## src/rtl/arb_rr_2x1_if.sv

```systemverilog
// Request/grant bundle between two requesters and the round-robin arbiter.
// The master modport is the requester side and the slave modport is the arbiter side.
interface arb_rr_2x1_if;
    logic [1:0] req;
    logic       done;
    logic [1:0] gnt;
    logic       gnt_vld;
    logic       idx;
    logic       tmo;

    modport master (
        output req,
        output done,
        input  gnt,
        input  gnt_vld,
        input  idx,
        input  tmo
    );

    modport slave (
        input  req,
        input  done,
        output gnt,
        output gnt_vld,
        output idx,
        output tmo
    );
endinterface

```

## src/rtl/arb_rr_2x1.sv

```systemverilog
// Two-requester round-robin arbiter with registered one-hot grant and a mandatory idle gap.
// Optional macro ARB_TIMEOUT_EN adds a hold counter that forces a release after TMO_CYCLES.
module arb_rr_2x1 #(
    parameter int unsigned TMO_CYCLES = 16
) (
    input  logic             clk,
    input  logic             rst,
    arb_rr_2x1_if.slave      bus
);

    if (TMO_CYCLES < 2 || TMO_CYCLES > 255) begin : g_tmo_range
        $error("arb_rr_2x1: TMO_CYCLES must lie in 2..255");
    end

    typedef enum logic [0:0] {StIdle, StGrant} state_e;

    state_e     state_q;
    logic [1:0] gnt_q;
    logic       gnt_vld_q;
    logic       idx_q;
    logic       last_q;
    logic       pick;
    logic       release_req;

    // On a tie the requester that did not own the grant most recently wins.
    always_comb begin
        pick        = (bus.req == 2'b11) ? ~last_q : bus.req[1];
        release_req = bus.done | ~bus.req[idx_q];
    end

`ifdef ARB_TIMEOUT_EN
    logic [7:0] hold_cnt_q;
    logic       tmo_q;

    always_ff @(posedge clk) begin
        if (rst) begin
            state_q    <= StIdle;
            gnt_q      <= 2'b00;
            gnt_vld_q  <= 1'b0;
            idx_q      <= 1'b0;
            last_q     <= 1'b1;
            hold_cnt_q <= 8'd0;
            tmo_q      <= 1'b0;
        end else begin
            tmo_q <= 1'b0;
            unique case (state_q)
                StIdle: begin
                    if (bus.req != 2'b00) begin
                        state_q    <= StGrant;
                        gnt_q      <= pick ? 2'b10 : 2'b01;
                        gnt_vld_q  <= 1'b1;
                        idx_q      <= pick;
                        hold_cnt_q <= 8'd0;
                    end
                end
                StGrant: begin
                    // A voluntary release wins over the timeout, so TMO stays low then.
                    if (release_req) begin
                        state_q   <= StIdle;
                        gnt_q     <= 2'b00;
                        gnt_vld_q <= 1'b0;
                        last_q    <= idx_q;
                    end else if (hold_cnt_q == 8'(TMO_CYCLES - 1)) begin
                        state_q   <= StIdle;
                        gnt_q     <= 2'b00;
                        gnt_vld_q <= 1'b0;
                        last_q    <= idx_q;
                        tmo_q     <= 1'b1;
                    end else begin
                        hold_cnt_q <= hold_cnt_q + 8'd1;
                    end
                end
                default: state_q <= StIdle;
            endcase
        end
    end

    assign bus.tmo = tmo_q;
`else
    always_ff @(posedge clk) begin
        if (rst) begin
            state_q   <= StIdle;
            gnt_q     <= 2'b00;
            gnt_vld_q <= 1'b0;
            idx_q     <= 1'b0;
            last_q    <= 1'b1;
        end else begin
            unique case (state_q)
                StIdle: begin
                    if (bus.req != 2'b00) begin
                        state_q   <= StGrant;
                        gnt_q     <= pick ? 2'b10 : 2'b01;
                        gnt_vld_q <= 1'b1;
                        idx_q     <= pick;
                    end
                end
                StGrant: begin
                    if (release_req) begin
                        state_q   <= StIdle;
                        gnt_q     <= 2'b00;
                        gnt_vld_q <= 1'b0;
                        last_q    <= idx_q;
                    end
                end
                default: state_q <= StIdle;
            endcase
        end
    end

    assign bus.tmo = 1'b0;
`endif

    assign bus.gnt     = gnt_q;
    assign bus.gnt_vld = gnt_vld_q;
    assign bus.idx     = idx_q;

endmodule

```

## src/flat_wrapper.sv

```systemverilog
// flat-port wrapper written by rule: the top's interface ports become plain ports
module arb_rr_2x1_flat 
#(
    parameter int unsigned TMO_CYCLES = 16
)
  (clk, rst, bus_req, bus_done, bus_gnt, bus_gnt_vld, bus_idx, bus_tmo);
  arb_rr_2x1_if bus_i ();
  input  logic clk;
  input  logic rst;
  input wire logic [$bits(bus_i.req)-1:0] bus_req;
  input wire logic [$bits(bus_i.done)-1:0] bus_done;
  output wire logic [$bits(bus_i.gnt)-1:0] bus_gnt;
  output wire logic [$bits(bus_i.gnt_vld)-1:0] bus_gnt_vld;
  output wire logic [$bits(bus_i.idx)-1:0] bus_idx;
  output wire logic [$bits(bus_i.tmo)-1:0] bus_tmo;
  assign bus_i.req = bus_req;
  assign bus_i.done = bus_done;
  assign bus_gnt = bus_i.gnt;
  assign bus_gnt_vld = bus_i.gnt_vld;
  assign bus_idx = bus_i.idx;
  assign bus_tmo = bus_i.tmo;
  arb_rr_2x1 #(.TMO_CYCLES(TMO_CYCLES)) u_core (.clk(clk), .rst(rst), .bus(bus_i));
endmodule
```

## config.mk

```make
export PLATFORM = sky130hd
export DESIGN_NAME = arb_rr_2x1_flat
export DESIGN_NICKNAME = d
export VERILOG_FILES = /design/src/rtl/arb_rr_2x1_if.sv /design/src/rtl/arb_rr_2x1.sv /design/src/flat_wrapper.sv
export SDC_FILE = /design/constraint.sdc
export NUM_CORES = 1
export LEC_CHECK = 0
export CAP_MARGIN = 20
export CORE_AREA = 2 2 39 41
export DETAILED_ROUTE_END_ITERATION = 16
export DIE_AREA = 0 0 41 43
export GPL_ROUTABILITY_DRIVEN = 0
export PLACE_DENSITY = 0.5
export SLEW_MARGIN = 20
export SYNTH_ARGS = -nofsm -noshare
export SYNTH_HDL_FRONTEND = slang
export SYNTH_SLANG_ARGS = --single-unit
```

## constraint.sdc

```tcl
create_clock -name clk -period 1.45 [get_ports clk]
set_input_delay 0.145 -clock clk [delete_from_list [all_inputs] [get_ports clk]]
set_output_delay 0.145 -clock clk [all_outputs]
set_load 0.01 [all_outputs]
```

==> metrics <==
Die Span Y=around 43 um; Initial Util=between 20% and 30%; syn_nets=39; Hold Fails Final Rpt=0; Post-Syn Instances=34; Area contributors post-synth=dfxtp_1 (39%), a221o_1 (6.5%), and2b_1 (4.9%); Worst R2R Path Depth=3; FILL cells=157; PostCTS Resize Cnt=0; setup TNS=0 ps; hold buffers post-CTS=0; post-synthesis mux area share=4.453%; GRT Overall Usage=between 10% and 20%; Period minus WS final=1343 ps; post-DR vias/cell=around 4.7; WL met3=about 67 um; grt ovf=0; CP Cell Sequence=clkdlybuf4s50_1; CTS tree=built; crit path kind=reg -> out; CP delay by family, top=buffers and inverters; max layer used=met4; Synth Flop Type=dfxtp_1; pre-CTS setup slack=52.76 ps; Post-Synth Adder-Cell Area=0%; CP required=1310 ps; min-delay src=u_core.bus.gnt_vld; critical path startpoint category=register; Final Skew=approximately 6.2 ps; CP endpoint kind=output port; Worst Path Buf+Inv=1; post-synthesis compound-gate area fraction=between 20% and 30%; Residual DRC=0; Commonest cells post-synth=dfxtp_1 (6), nor2_1 (4), inv_1 (3); DRT Wirelength=around 670 um; largest net degree at the start of global routing=10; slowest stage cell on the critical path=clkdlybuf4s50_1; first-pass GRT wire length=about 1.1 mm; multi-input logic area=roughly 170 um2; Root Buffer=clkbuf_4; Post-CTS Repair Setup Buffers=0; post-synth cell types=20; Metal-1 WL=280 um; detailed-route wire length per cell=roughly 11 um; synth warn=0; Avg Cell Area, Syn=around 9.1 um2; clk buf depth=2; port bufs=8; flop2flop setup slack=260 ps; Hold Path Stages=1; status=complete, no violations; Setup WS post-layout=around 110 ps; clock-pin slew on the worst setup and hold paths=around 40 ps; fmax=about 740 MHz; IO Pins=10; Worst EP arrival=between 1000 and 1500 ps; Cell Pwr Density=about 990 mW/mm2; Area Overhead vs Synth=44.53%; Post-DP HPWL=515.6 um; Num CTS Buffers=3; Setup-failing EPs final=0; top-area cell type share of the netlist area=between 30% and 40%; VDD IR max=0.4388 mV; register area share after synthesis=about 40%; crit share post-route=between 90 and 100%; simple-gate portion of the synthesized area=25.10%; Worst path max stage delay=between 500 and 600 ps; Synth Area in XOR/XNOR=0%; die area=approximately 0.0018 mm2; Worst R2R End=u_core.bus.gnt[0]; vias in the first global route=260; Placeable Area=about 0.0014 mm2; clock sinks=6; synthesized cell area=about 310 um2; RSZ-0062 raised after global routing=false; antenna violations before repair=0; most common cell in the netlist=dfxtp_1; nets@finish=between 50 and 60; Min-Delay Path Class=reg -> reg; number of synthesized register bits=6; met2 WL=~320 um; DRT iter0 DRCs=4; leakage=between 0.2 and 0.25 nW; Max Cap Viol=0; overall power=between 0.4 and 0.5 mW; reg2reg start=u_core.bus.idx; # rows=14; # diodes=0; largest area contributor in the netlist=dfxtp_1; drt pass-1 iters=4; largest family of logic cells by synthesized area=simple AND/OR/NAND/NOR gates; via count=295; Slew Limit Fails=0; Post-synth EDFFs=0; Die Wd=41 um; H-tree Lvls=1; share of layout cells above drive strength 1=19.15%; WHS Endpoint=u_core.bus.gnt_vld; CP Max Fanout=4; asr flop ratio synth=0%; ANT nets after route=0; sequential standard cell area=~120 um2; Worst-Skew Late Latency=between 200 and 300 ps
[logic make-up (layout without fill, tap and decap cells)]
logic type	count (synthesis)	count (layout)
buffers and inverters	4	17
AOI/OAI and AO/OA	10	10
muxes	1	1
and+or+nand+nor	12	12
DFF	6	6
other	1	1
[per-stage QoR]
stage	utilization (%)	cell area (um2)	hold WS [ps]	cells
after detailed placement	30.65	424.2	491.3	60
after CTS	32.28	446.7	502.1	63
final	32.28	446.7	497.3	63
after floorplan	-	309.0	214.1	34
after global routing	32.28	446.7	509.6	63
after global placement	30.65	424.2	488.0	60
[layer usage]
layer	vias to the layer above	global-route usage (%)
met5	-	0
met4	0	6.000
met3	2	9.424
met2	9	12.81
met1	136	10.61
li1	148	-
[final cells by class]
| cell class | instances | area share [%] |
|---|---|---|
| clock buffer | 3 | 5.042 |
| inverter | 3 | 2.521 |
| multi-input combinational | 24 | 38.10 |
| sequential | 6 | 26.89 |
| tap | 16 | 4.482 |
| timing repair buffer | 11 | 22.97 |
[state kept, by name (all words and copies together) (netlist names)]
signal	flops
u_core.last_q	1
u_core.state_q	1
u_core.bus.gnt	2
u_core.bus.idx	1
u_core.bus.gnt_vld	1
[how the worst max path moves through the flow]
| stage | start | endpoint | slack (ps) | depth (start not counted) |
|---|---|---|---|---|
| floorplan | u_core.bus.idx | u_core.bus.gnt[0] | 250 | 3 |
| global placement | bus_req[0] | u_core.bus.gnt[0] | 50 | 4 |
| detailed placement | bus_req[0] | u_core.bus.gnt[0] | 50 | 4 |
| CTS | u_core.bus.idx | bus_idx | 90 | 1 |
| global route | u_core.bus.idx | bus_idx | 50 | 1 |
| finish | u_core.bus.idx | bus_idx | 110 | 1 |
[where the power goes]
group | internal [mW] | switching (mW) | total (mW)
Clock | 0.0939 | 0.0649 | 0.159
Combinational | 0.0551 | 0.0359 | 0.0910
Sequential | 0.180 | 0.0135 | 0.193
[layout by cell type (no fill, tap or decap), types with 2 or more instances in the layout]
cell / n
a21oi_1: 2
a221o_1: 2
and2b_1: 2
buf_4: 3
clkbuf_4: 3
clkdlybuf4s50_1: 8
dfxtp_1: 6
inv_1: 3
nor2_1: 4
o21ai_0: 2
Power figures use the tool's default switching activity.
